<file path="config.mk">
export PLATFORM = sky130hd
export DESIGN_NAME = pipeline_stall_controller
export DESIGN_NICKNAME = d
export VERILOG_FILES = /design/src/rtl/pipeline_ctrl_pkg.sv /design/src/rtl/sat_counter.sv /design/src/rtl/pipeline_stall_controller.sv
export SDC_FILE = /design/constraint.sdc
export NUM_CORES = 1
export LEC_CHECK = 0
export ABC_CLOCK_PERIOD_IN_PS = 2300
export CORE_UTILIZATION = 52
export DETAILED_ROUTE_END_ITERATION = 6
export PLACE_DENSITY = 0.8
export SLEW_MARGIN = 20
export SYNTH_ARGS = -nofsm -noshare
export SYNTH_HDL_FRONTEND = slang
export SYNTH_HIERARCHICAL = 1
export SYNTH_SLANG_ARGS = --single-unit
</file>
<file path="constraint.sdc">
create_clock -name clk -period 2.3 [get_ports clk]
set_input_delay 0.23 -clock clk [delete_from_list [all_inputs] [get_ports clk]]
set_output_delay 0.23 -clock clk [all_outputs]
set_load 0.01 [all_outputs]
</file>
<file path="src/rtl/pipeline_ctrl_pkg.sv">
// Shared definitions for the pipeline stall controller.
//  - ctrl_state_e : FSM state, RUN or MEM_WAIT (multi-cycle SRAM access in progress)
//  - DEF_*        : default counter width and watchdog limits
package pipeline_ctrl_pkg;

  typedef enum logic {
    RUN      = 1'b0,
    MEM_WAIT = 1'b1
  } ctrl_state_e;

  localparam int DEF_CNT_W       = 16;
  localparam int DEF_MEM_TIMEOUT = 64;
  localparam int DEF_HAZ_MAX     = 8;

endpackage

</file>
<file path="src/rtl/sat_counter.sv">
// Saturating up-counter used for the performance counters.
// Ports:
//  clk, rst : clock and synchronous active-high reset
//  inc      : count one qualifying cycle
//  clr      : zero the counter; wins over a same-cycle inc
//  q        : current count, holds at all-ones instead of wrapping
module sat_counter #(
  parameter int WIDTH = 16
) (
  input  logic             clk,
  input  logic             rst,
  input  logic             inc,
  input  logic             clr,
  output logic [WIDTH-1:0] q
);

  always_ff @(posedge clk) begin
    if (rst || clr) begin
      q <= '0;
    end else if (inc && (q != '1)) begin
      q <= q + 1'b1;
    end
  end

endmodule

</file>
<file path="src/rtl/pipeline_stall_controller.sv">
// Pipeline stall controller: owns the freeze/flush enables of the 5-stage
// pipeline registers, tracks multi-cycle SRAM waits, runs two watchdogs and
// keeps three saturating performance counters.
// Ports:
//  clk, rst          : clock, synchronous active-high reset
//  hazard_detected   : RAW stall request for the instruction in ID
//  branch_taken      : taken branch resolved in EXE
//  mem_r_en/mem_w_en : MEM stage load/store active
//  sram_ready        : SRAM access completes this cycle
//  cnt_clr           : clear all performance counters
//  freeze_*/flush_*/bubble_mem_wb : per-register controls (combinational)
//  in_mem_wait       : MEM access has already stalled at least one cycle and is still stalling
//  timeout_err       : sticky, MEM stall reached MEM_TIMEOUT consecutive cycles
//  deadlock_err      : sticky, hazard stall reached HAZ_MAX consecutive cycles
//  stall_cycles/flush_events/mem_wait_cycles : saturating performance counters
//
// Per-cycle priority: mem_stall > branch_taken > hazard_detected.
module pipeline_stall_controller
  import pipeline_ctrl_pkg::*;
#(
  parameter int CNT_W       = DEF_CNT_W,
  parameter int MEM_TIMEOUT = DEF_MEM_TIMEOUT,
  parameter int HAZ_MAX     = DEF_HAZ_MAX
) (
  input  logic             clk,
  input  logic             rst,
  input  logic             hazard_detected,
  input  logic             branch_taken,
  input  logic             mem_r_en,
  input  logic             mem_w_en,
  input  logic             sram_ready,
  input  logic             cnt_clr,
  output logic             freeze_pc,
  output logic             freeze_if_id,
  output logic             flush_if_id,
  output logic             freeze_id_exe,
  output logic             flush_id_exe,
  output logic             freeze_exe_mem,
  output logic             bubble_mem_wb,
  output logic             in_mem_wait,
  output logic             timeout_err,
  output logic             deadlock_err,
  output logic [CNT_W-1:0] stall_cycles,
  output logic [CNT_W-1:0] flush_events,
  output logic [CNT_W-1:0] mem_wait_cycles
);

  localparam int MW_W = $clog2(MEM_TIMEOUT + 1);
  localparam int HW_W = $clog2(HAZ_MAX + 1);
  localparam logic [MW_W-1:0] MEM_LIMIT = MW_W'(MEM_TIMEOUT);
  localparam logic [HW_W-1:0] HAZ_LIMIT = HW_W'(HAZ_MAX);

  ctrl_state_e     state;
  logic [MW_W-1:0] mem_wd;
  logic [HW_W-1:0] haz_wd;

  logic mem_stall;
  logic branch_flush;
  logic hazard_stall;

  // A branch seen while MEM is stalled is not latched: EXE is frozen so
  // branch_taken stays asserted and is serviced on the sram_ready cycle.
  assign mem_stall    = (mem_r_en | mem_w_en) & ~sram_ready;
  assign branch_flush = branch_taken & ~mem_stall;
  assign hazard_stall = hazard_detected & ~mem_stall & ~branch_taken;

  // A register is never frozen and flushed in the same cycle: the three
  // cases above are mutually exclusive and each sets a disjoint pattern.
  always_comb begin
    freeze_pc      = mem_stall | hazard_stall;
    freeze_if_id   = mem_stall | hazard_stall;
    flush_if_id    = branch_flush;
    freeze_id_exe  = mem_stall;
    flush_id_exe   = branch_flush | hazard_stall;  // hazard inserts a bubble into EXE
    freeze_exe_mem = mem_stall;
    bubble_mem_wb  = mem_stall;
  end

  // The ready cycle is the exit cycle and is already reported as RUN, so
  // the state register is qualified with the live stall condition.
  assign in_mem_wait = (state == MEM_WAIT) && mem_stall;

  always_ff @(posedge clk) begin
    if (rst) begin
      state        <= RUN;
      mem_wd       <= '0;
      haz_wd       <= '0;
      timeout_err  <= 1'b0;
      deadlock_err <= 1'b0;
    end else begin
      unique case (state)
        RUN:      if (mem_stall)  state <= MEM_WAIT;
        MEM_WAIT: if (!mem_stall) state <= RUN;
        default:  state <= RUN;
      endcase

      // Watchdogs hold at their limit; the error is raised on the edge that
      // closes the limit-th consecutive stall cycle and stays until rst.
      if (mem_stall) begin
        if (mem_wd != MEM_LIMIT) mem_wd <= mem_wd + 1'b1;
        if (mem_wd >= MEM_LIMIT - 1'b1) timeout_err <= 1'b1;
      end else begin
        mem_wd <= '0;
      end

      if (hazard_stall) begin
        if (haz_wd != HAZ_LIMIT) haz_wd <= haz_wd + 1'b1;
        if (haz_wd >= HAZ_LIMIT - 1'b1) deadlock_err <= 1'b1;
      end else begin
        haz_wd <= '0;
      end
    end
  end

  sat_counter #(.WIDTH(CNT_W)) u_stall_cnt (
    .clk (clk), .rst (rst), .inc (hazard_stall), .clr (cnt_clr), .q (stall_cycles)
  );

  sat_counter #(.WIDTH(CNT_W)) u_flush_cnt (
    .clk (clk), .rst (rst), .inc (branch_flush), .clr (cnt_clr), .q (flush_events)
  );

  sat_counter #(.WIDTH(CNT_W)) u_mem_cnt (
    .clk (clk), .rst (rst), .inc (mem_stall), .clr (cnt_clr), .q (mem_wait_cycles)
  );

endmodule

</file>
After elaboration in Yosys (flattened, before gate mapping)

Cells that the tools add are included.

Flip-flop bits (word level): 62
Output and inout port bits: 58
Bits of input ports: 8

Eq/ne operators: 5
$lt $le $gt $ge: 2
Add/sub/neg operators: 5
Bitwise logic cells: 11
Reduce and logical (&&, ||, !) cells: 9
Multiplexer cells: 1

Operators with widths:

| operator                                                               | number |
|---|---|
| 16-bit by 1-bit adder with 16-bit output (second input constant)       | 3 |
| 16-bit inequality test (second input constant)                         | 3 |
| 7-bit by 1-bit adder with 7-bit output (second input constant)         | 1 |
| 7-bit by 6-bit >= comparator with 1-bit output (second input constant) | 1 |
| 7-bit inequality test (second input constant)                          | 1 |
| 4-bit by 1-bit adder with 4-bit output (second input constant)         | 1 |
| 1-bit bitwise AND                                                      | 4 |
| 4-bit by 3-bit >= comparator with 1-bit output (second input constant) | 1 |
| 1-bit logical AND                                                      | 4 |
| 4-bit inequality test (second input constant)                          | 1 |
| 1-bit inverter                                                         | 4 |
| 2-bit AND reduction                                                    | 2 |
| 2-bit OR reduction                                                     | 2 |
| 1-bit bitwise OR                                                       | 3 |
| 1-bit logical OR                                                       | 1 |
| 1-bit two-way mux                                                      | 1 |

Longest topological paths before layout

Gate-level depths: netlist of run 1.

Depth in word-level cells: 7
Depth in mapped cells: 7
Depth with buffers taken out: 7

Modules after synthesis

The synthesis of run 1 kept the hierarchy.

By module, submodules not included:

| module                    | cells each | sequential area each (sq um) | area each (sq um) | instances |
|---|---|---|---|---|
| sat_counter               | 95         | 320.3                        | 847.1             | 3 |
| pipeline_stall_controller | 85         | 280.3                        | 750.7             | 1 |

Worst setup path before layout of run 1

No wires, ideal clock.

Path kind: input -> register
From: input port mem_w_en
To: register u_stall_cnt.q[14]
Data required time: 2.230 ns
Path slack: 0.510 ns
Arrival: 1.719 ns
Library setup time: 0.070 ns
Buffers on the path: 0
Cell stages on the path: 7
Cells stage by stage: o21bai_4 > inv_2 > nor2_1 > nand4_1 > a41o_1 > or3_1 > a21oi_1

Longest elaborated chain between the ends: 6

Ends and longest elaborated chain:

| item                           | RTL line                        | RTL |
|---|---|---|
| from (decl)                    | pipeline_stall_controller.sv:30 | `input logic mem_w_en,` |
| 1-bit bitwise OR               | pipeline_stall_controller.sv:63 | `assign mem_stall = (mem_r_en \| mem_w_en) & ~sram_ready;` |
| 1-bit bitwise AND              | pipeline_stall_controller.sv:63 |  |
| named net bubble_mem_wb        | pipeline_stall_controller.sv:39 | `output logic bubble_mem_wb,` |
| 1-bit inverter (no line)       | --                              |  |
| 1-bit bitwise AND (2 in a row) | pipeline_stall_controller.sv:65 | `assign hazard_stall = hazard_detected & ~mem_stall & ~branch_taken;` |
| named net hazard_stall         | pipeline_stall_controller.sv:59 | `logic hazard_stall;` |
| 1-bit logical AND              | sat_counter.sv:20               | `end else if (inc && (q != '1)) begin` |
| to (signal assigned)           | sat_counter.sv:21               | `q <= q + 1'b1;` |
| to (decl)                      | sat_counter.sv:14               | `output logic [WIDTH-1:0] q` |

The timed path passes the listed nets, and every way through them passes these cells.
A chain may end at the register's enable or synchronous reset.

Final worst setup path of run 1

From: input port mem_w_en
To: output port in_mem_wait

Longest elaborated chain between the ends: 3

Ends and longest elaborated chain:

| item              | RTL line                        | RTL |
|---|---|---|
| 1-bit bitwise OR  | pipeline_stall_controller.sv:63 |  |
| 1-bit bitwise AND | pipeline_stall_controller.sv:63 |  |
| 1-bit logical AND | pipeline_stall_controller.sv:81 | `assign in_mem_wait = (state == MEM_WAIT) && mem_stall;` |
| to (decl)         | pipeline_stall_controller.sv:40 | `output logic in_mem_wait,` |

No other way between the ends.

==> results.yml, run 1 <==
timing:
  hold_ws_ps: 480
  fin_crit_ps: 2000
  drv_slew: 0
  fin_crit_sh_pct: 86.7
  worstMarginPinSlew_ps: 631
  max_slew_margin_pct: 57.6
  rsz0062_at_grt: "no"
  setup_viol: 0
  fin_tns_setup_ps: 0
  hold_viol_final: 0
  timing.fmax_ghz: 0.501
  fin_worst_skew_ps: 5.99
  setup_slack_ps: 305
clock_tree:
  clock-sinks: 62
  postCtsSetupRepairBufs: 0
  cts_tree: "yes"
  clk_path_buf_depth: 2
  holdBufCountCts: 0
  clk_pin_slew_worst_paths_ps: 70
  ctsResizeCount: 0
  clockRootBuffer: "clkbuf_8"
  clk_latency_ps: 340
  cts-htree-levels: 3
  cts_buffers: 9
die:
  core_um2: 6030
  die-area_um2: 6650
  start_util_pct: 54.6
  fp.dieH_um: 81.6
  placementRows: 28
  die_w_um: 81.6
  io_pins: 66
drt:
  drt-wirelength-per-cell_um: 15.3
  avgViaCountPerCell: 6.08
  routed_wirelength_mm: 7.96
  drc: 0
  drt_iter0_markers: 198
  drtPass1Iterations: 5
  vias: 3155
  detail-route-antenna-nets: 0
logic_synthesis:
  synth_edf_count: 0
  async_reset_ff_share_pct: 0
  netlist_instances: 370
  syn-cell-area_um2: 3290
  ys.flop_type: "dfxtp_1"
  yosysWarnings: 6
  synth.distinct_cells: 50
  syn_nets: 385
  postSynthAreaPerCell_um2: 8.90
  seq_area_frac_synth_pct: 37.7
  synth-seq-cells: 62
cells_and_area:
  seqCellArea_um2: 1240
  finalNetCount: 454
  stdcell_count: 519
  diodes: 0
  area_growth_pct: 28.8
  design_area_um2: 4240
  layout_common_cells: "clkdlybuf4s50_1 (65), dfxtp_1 (62), a21oi_1 (33)"
  utilization_pct: 70.3
  multiInputGateArea_um2: 1940
  mostFrequentLayoutCell: "clkdlybuf4s50_1"
  drive_above_1_share_pct: 11.7
  n_fill_cell: 495
grt:
  grt_first_pass_wirelength_mm: 12.8
  grt.overflow.total: 0
  antenna_found_initial: 0
  grt_max_degree: 16
  grt_pass1_vias: 2790
  grt_usage_pct: 25.1
worst_setup_path:
  regToRegSetupSlack_ps: 440
  path_common_cell: "clkdlybuf4s50_1"
  cp-end-kind: "primary output"
  path_buf_inv: 4
  cp_data_arrival_time_ps: 1770
  path_class: "primary input to primary output"
  worstPathRequired_ps: 2070
  crit_family: "buffers and inverters"
  path_max_fanout: 13
  slowest_delay_ps: 540
  crit_path_start_kind: "primary input"
  cp_slowest_cell: "clkdlybuf4s50_1"
  worstPathCellList: "clkdlybuf4s50_1 > o21bai_4 > inv_2 > buf_4 > and2_1 > clkdlybuf4s50_1"
min_path:
  hold_path_class: "flip-flop to flip-flop"
power:
  power_density_nw_per_um2: 538
  leakage_nw: 1.53
  finalPower_mw: 2.28
  peakVddDrop_uv: 594
place:
  placed_cells: 503
  io_buffers: 65
  gp_congestion: 0.825
  pre_cts_slack_ps: 131
  dp_hpwl_mm: 5.51
  dpl_cell_area_um2: 4020
status:
  status: "completed"
flow_run:
  drv_cap: 0
## cell families (layout without fill, tap and decap cells)
logic type	count (synthesis)	after routing	synth area share (%)
flops	62	62	37.7
mux	1	1	0.304
compound gates	93	93	19.6
buf+inv	24	98	3.23
simple gates	169	169	32.8
fa+ha+maj	7	7	2.66
xor+xnor	14	14	3.72
## routing by layer
metal | vias up | track usage [%] | wire length [um]
li1 | 1564 | - | -
met1 | 1482 | 29.2 | 3470
met2 | 97 | 43.6 | 3970
met3 | 12 | 8.00 | 417
met4 | 0 | 7.50 | 103
met5 | - | 0 | 0
## worst register-to-register path, delay by kind of cell, from the launching register on
family,cells,cell delay [ps]
adders and majority gates,1,240
AOI/OAI and AO/OA,3,970
DFF,1,410
and+or+nand+nor,1,180
## layout make-up
type	instances	share of cell area [%]
Tap cell	75	2.21
Multi-Input combinational cell	284	45.9
Inverter	11	0.974
Clock inverter	6	2.01
Sequential cell	62	29.3
Timing Repair Buffer	71	16.4
Clock buffer	10	3.25
## cell usage after synthesis, types with 8 or more instances
cell type | count | area (um^2)
a21oi_1 | 33 | 165
a31oi_1 | 9 | 56.3
a41o_1 | 12 | 120
and2_1 | 8 | 50.1
and4_1 | 13 | 114
dfxtp_1 | 62 | 1240
inv_1 | 10 | 37.5
nand2_1 | 20 | 75.1
nand3_1 | 19 | 95.1
nand4_1 | 16 | 100
nor2_1 | 29 | 109
nor3_1 | 8 | 40.0
o21ai_0 | 15 | 75.1
o31ai_1 | 9 | 67.6
or3_1 | 15 | 93.8
or4_1 | 9 | 67.6
xor2_1 | 9 | 78.8
## flip-flops by register name, indices dropped and copies added, names as in the netlist
name	cells
deadlock_err	1
haz_wd	4
mem_wd	7
state	1
timeout_err	1
u_flush_cnt/q	16
u_mem_cnt/q	16
u_stall_cnt/q	16
## report_power, final
| part | internal [mW] | total, mW | switching (mW) |
|---|---|---|---|
| Sequential | 1.08 | 1.09 | 0.00738 |
| Clock | 0.635 | 1.07 | 0.438 |
| Combinational | 0.0557 | 0.123 | 0.0676 |
## worst paths after layout
| check | startpoint | endpoint | cells after the start |
|---|---|---|---|
| worst max-delay path | mem_w_en | in_mem_wait | 6 |
| worst min-delay path | deadlock_err | deadlock_err | 2 |
| worst max register to register | u_mem_cnt/q[1] | u_mem_cnt/q[2] | 5 |
| worst min register to register | deadlock_err | deadlock_err | 2 |
Note: power is estimated with default switching activity, not from simulation.
==> inputs of run 2 (changes only) <==
- CORE_UTILIZATION: 52 -> 35
- PLACE_DENSITY: 0.8 -> 0.57
- SKIP_CTS_REPAIR_TIMING: not set -> 1
==> run 2 against run 1 <==
Clock skew grew 1.3 ps; design area barely moved; final cell count up 6.6%; sequential share of layout area is essentially flat; fmax decreased by 2.1%; flip-flop and latch count did not move; non-clock buffer count shrank 1; power is 6.4% lower; critical path type unchanged; critical endpoint unchanged.
==> results.yml, run 2 (synthesized netlist as in run 1, its figures left out) <==
drt:
  drc: 0
  detail-route-antenna-nets: 0
  drt_iter0_markers: 68
  drtPass1Iterations: 4
  drt-wirelength-per-cell_um: 14.1
  avgViaCountPerCell: 5.53
  routed_wirelength_mm: 7.78
  vias: 3057
clock_tree:
  clockRootBuffer: "clkbuf_8"
  clock-sinks: 62
  cts_buffers: 9
  clk_path_buf_depth: 2
  cts_tree: "yes"
  clk_latency_ps: 330
  cts-htree-levels: 3
  clk_pin_slew_worst_paths_ps: 60
die:
  die-area_um2: 9800
  core_um2: 9200
  start_util_pct: 35.8
  fp.dieH_um: 99.0
  io_pins: 66
  placementRows: 35
  die_w_um: 99.0
timing:
  hold_viol_final: 0
  fin_crit_ps: 2040
  timing.fmax_ghz: 0.491
  fin_tns_setup_ps: 0
  setup_viol: 0
  fin_crit_sh_pct: 88.6
  worstMarginPinSlew_ps: 647
  fin_worst_skew_ps: 7.30
  setup_slack_ps: 262
  drv_slew: 0
  rsz0062_at_grt: "no"
  max_slew_margin_pct: 56.5
grt:
  grt_usage_pct: 16.5
  grt_pass1_vias: 2730
  antenna_found_initial: 0
  grt_first_pass_wirelength_mm: 13.1
  grt_max_degree: 16
  grt.overflow.total: 0
flow_run:
  drv_cap: 0
cells_and_area:
  finalNetCount: 453
  diodes: 0
  n_fill_cell: 905
  layout_common_cells: "clkdlybuf4s50_1 (65), dfxtp_1 (62), a21oi_1 (33)"
  area_growth_pct: 28.9
  mostFrequentLayoutCell: "clkdlybuf4s50_1"
  reg_top3: "u_flush_cnt/q: 16 flops, u_mem_cnt/q: 16 flops, u_stall_cnt/q: 16 flops"
  drive_above_1_share_pct: 11.1
worst_setup_path:
  cp-end-kind: "primary output"
  path_max_fanout: 13
  worstPathRequired_ps: 2070
  path_class: "primary input to primary output"
  cp_data_arrival_time_ps: 1810
  crit_path_start_kind: "primary input"
place:
  pre_cts_slack_ps: 126
  gp_congestion: 0.799
  io_buffers: 65
  dp_hpwl_mm: 5.70
min_path:
  hold_path_class: "flip-flop to flip-flop"
status:
  status: "completed"
power:
  finalPower_mw: 2.14
  peakVddDrop_uv: 356
  leakage_nw: 1.51
  power_density_nw_per_um2: 504
## run 2: power by group
group	internal, mW	leakage [nW]	total, mW	switching [mW]
combinational	0.0558	0.919	0.123	0.0676
sequential	1.08	0.500	1.09	0.00748
clock	0.521	0.0952	0.927	0.406
## run 2: layer usage
layer	global-route usage, %	part of all wire (%)	vias to the layer above
li1	-	-	1558
met3	4.04	3.2	4
met1	21.2	48	1441
met4	5.17	0.62	0
met5	0	0	-
met2	27.3	48	54
## run 2: critical path: stages
cell and delay (ps):
clkdlybuf4s50_1 510, o21bai_4 90, inv_2 60, buf_4 200
and2_1 180, clkdlybuf4s50_1 540
## run 2: area by class of cell
| class | instances | area, um^2 | area share (%) |
|---|---|---|---|
| multi-input cells | 284 | 1940 | 45.8 |
| repair buffers | 70 | 688 | 16.2 |
| inverters | 11 | 41.3 | 0.973 |
| well taps | 111 | 139 | 3.27 |
| flip-flops and latches | 62 | 1240 | 29.3 |
| clock inverters | 4 | 47.5 | 1.12 |
| clock buffers | 11 | 141 | 3.33 |
## run 2: final timing paths
path / slack (ps) / endpoint / depth (start not counted) / start
setup / recovery: 260 / in_mem_wait / 6 / mem_w_en
hold / removal: 480 / deadlock_err / 2 / deadlock_err
setup reg to reg: 420 / u_stall_cnt/q[3] / 5 / u_stall_cnt/q[0]
hold reg to reg: 480 / deadlock_err / 2 / deadlock_err
## run 2: through the flow
stage	area, um^2	std cells	utilization [%]	hold slack [ps]
finish	4240	553	46.1	478
floorplan	3290	370	-	309
global placement	4050	538	44.1	467
global route	4240	553	46.1	519
CTS	4240	553	46.1	485
detailed placement	4050	538	44.1	475
==> inputs of run 3 (changes only) <==
- ABC_CLOCK_PERIOD_IN_PS: 2300 -> 2100
- clock period: 2.3 -> 2.1 ns (I/O delays scaled with it)
==> run 3 against run 2 <==
Power is 22% higher; worst setup slack worse by 120 ps; non-clock buffer count grew 10; utilization rose by 1.3 points; design area up 2.9%; flip-flop and latch count did not move; combinational power rose by 15%; first-iteration DRC count decreased by 12%; critical path type unchanged; final cell count grew 2.0%.
==> results.yml, run 3 (synthesized netlist as in run 1, its figures left out) <==
clock_tree:
  clk_path_buf_depth: 2
  cts_tree: "yes"
  clock-sinks: 62
  clockRootBuffer: "clkbuf_8"
  clk_latency_ps: 340
  clk_pin_slew_worst_paths_ps: 70
  cts-htree-levels: 3
  cts_buffers: 9
grt:
  grt.overflow.total: 0
  grt_usage_pct: 17.3
  antenna_found_initial: 0
  grt_max_degree: 16
  grt_first_pass_wirelength_mm: 13.7
  grt_pass1_vias: 2926
worst_setup_path:
  worstPathRequired_ps: 1890
  r2r-start: "u_mem_cnt/q[1]"
  rr_endpoint: "u_mem_cnt/q[3]"
  cp-end-kind: "primary output"
  r2r_cells: 5
  regToRegSetupSlack_ps: 280
  path_class: "primary input to primary output"
  cp_data_arrival_time_ps: 1750
  crit_path_start_kind: "primary input"
  path_max_fanout: 9
min_path:
  worstHoldPathCells: 2
  hp-start: "deadlock_err"
  hold_path_class: "flip-flop to flip-flop"
  min_to: "deadlock_err"
place:
  io_buffers: 65
  gp_congestion: 0.782
  dp_hpwl_mm: 5.75
  pre_cts_slack_ps: -70.0
  placed_cells: 548
drt:
  detail-route-antenna-nets: 0
  avgViaCountPerCell: 5.52
  drt-wirelength-per-cell_um: 14.2
  drt_iter0_markers: 60
  routed_wirelength_mm: 7.99
  vias: 3115
  drtPass1Iterations: 4
  drc: 0
timing:
  fin_worst_skew_ps: 9.00
  timing.fmax_ghz: 0.510
  fin_crit_ps: 1960
  fin_crit_sh_pct: 93.4
  rsz0062_at_grt: "no"
  worstMarginPinSlew_ps: 605
  max_slew_margin_pct: 59.3
  setup_viol: 0
  hold_viol_final: 0
  setup_slack_ps: 138
  hold_ws_ps: 476
  drv_slew: 0
die:
  start_util_pct: 35.8
  die_w_um: 99.0
  fp.dieH_um: 99.0
  placementRows: 35
  io_pins: 66
  core_um2: 9200
  die-area_um2: 9800
cells_and_area:
  diodes: 0
  stdcell_count: 564
  finalNetCount: 463
  mostFrequentLayoutCell: "clkdlybuf4s50_1"
  layout_common_cells: "clkdlybuf4s50_1 (65), dfxtp_1 (62), a21oi_1 (33)"
  area_growth_pct: 32.6
  drive_above_1_share_pct: 13.2
  reg_top3: "u_flush_cnt/q: 16 flops, u_mem_cnt/q: 16 flops, u_stall_cnt/q: 16 flops"
status:
  status: "completed"
power:
  power_density_nw_per_um2: 598
  peakVddDrop_uv: 284
  leakage_nw: 1.58
flow_run:
  drv_cap: 0
## run 3: routing by layer
metal / GRT usage [%] / share of wire [%] / wire length [um]
met4: 4.82 / 0.79 / 63
met2: 28.9 / 47 / 3750
met5: 0 / 0 / 0
met1: 21.8 / 49 / 3880
met3: 4.75 / 3.7 / 293
## run 3: stage by stage
| stage | utilization, % | TNS (ps) | power, mW | instance area, um^2 |
|---|---|---|---|---|
| 2_1_floorplan | - | 0 | 1.29 | 3290 |
| 3_5_place_dp | 44.9 | -151 | 1.36 | 4130 |
| 6_report | 47.5 | 0 | 2.61 | 4370 |
| 5_1_grt | 47.5 | 0 | 2.71 | 4370 |
| 4_1_cts | 47.5 | 0 | 2.65 | 4370 |
| 3_3_place_gp | 44.9 | -68.9 | 1.36 | 4130 |
## run 3: worst max-delay path by stage
stage                         from           endpoint  slack (ps)
finish                    mem_w_en      bubble_mem_wb         140
global route        u_mem_cnt/q[1]     u_mem_cnt/q[3]          20
CTS                       mem_w_en      bubble_mem_wb         130
detailed placement        mem_w_en   u_stall_cnt/q[6]         -70
global placement          mem_w_en   u_stall_cnt/q[6]         -40
floorplan                 mem_w_en  u_stall_cnt/q[14]         330
## run 3: report_power, final
part	internal, mW	switching, mW	leakage, nW
logic	0.0651	0.0772	0.967
clock network	0.787	0.493	0.112
registers	1.18	0.00751	0.500
## run 3: final cells by class
cell class | count | area [um^2]
fill | 893 | 4830
multi-input combinational | 284 | 1940
sequential | 62 | 1240
timing repair buffer | 80 | 763
tap | 111 | 139
clock buffer | 10 | 128
clock inverter | 6 | 110
inverter | 11 | 41.3
## run 3: worst max-delay path, cell delays in order
cell and delay (ps):
clkdlybuf4s50_1 510, o21bai_4 90, inv_2 60, buf_4 160, buf_4 180, clkdlybuf4s50_1 540
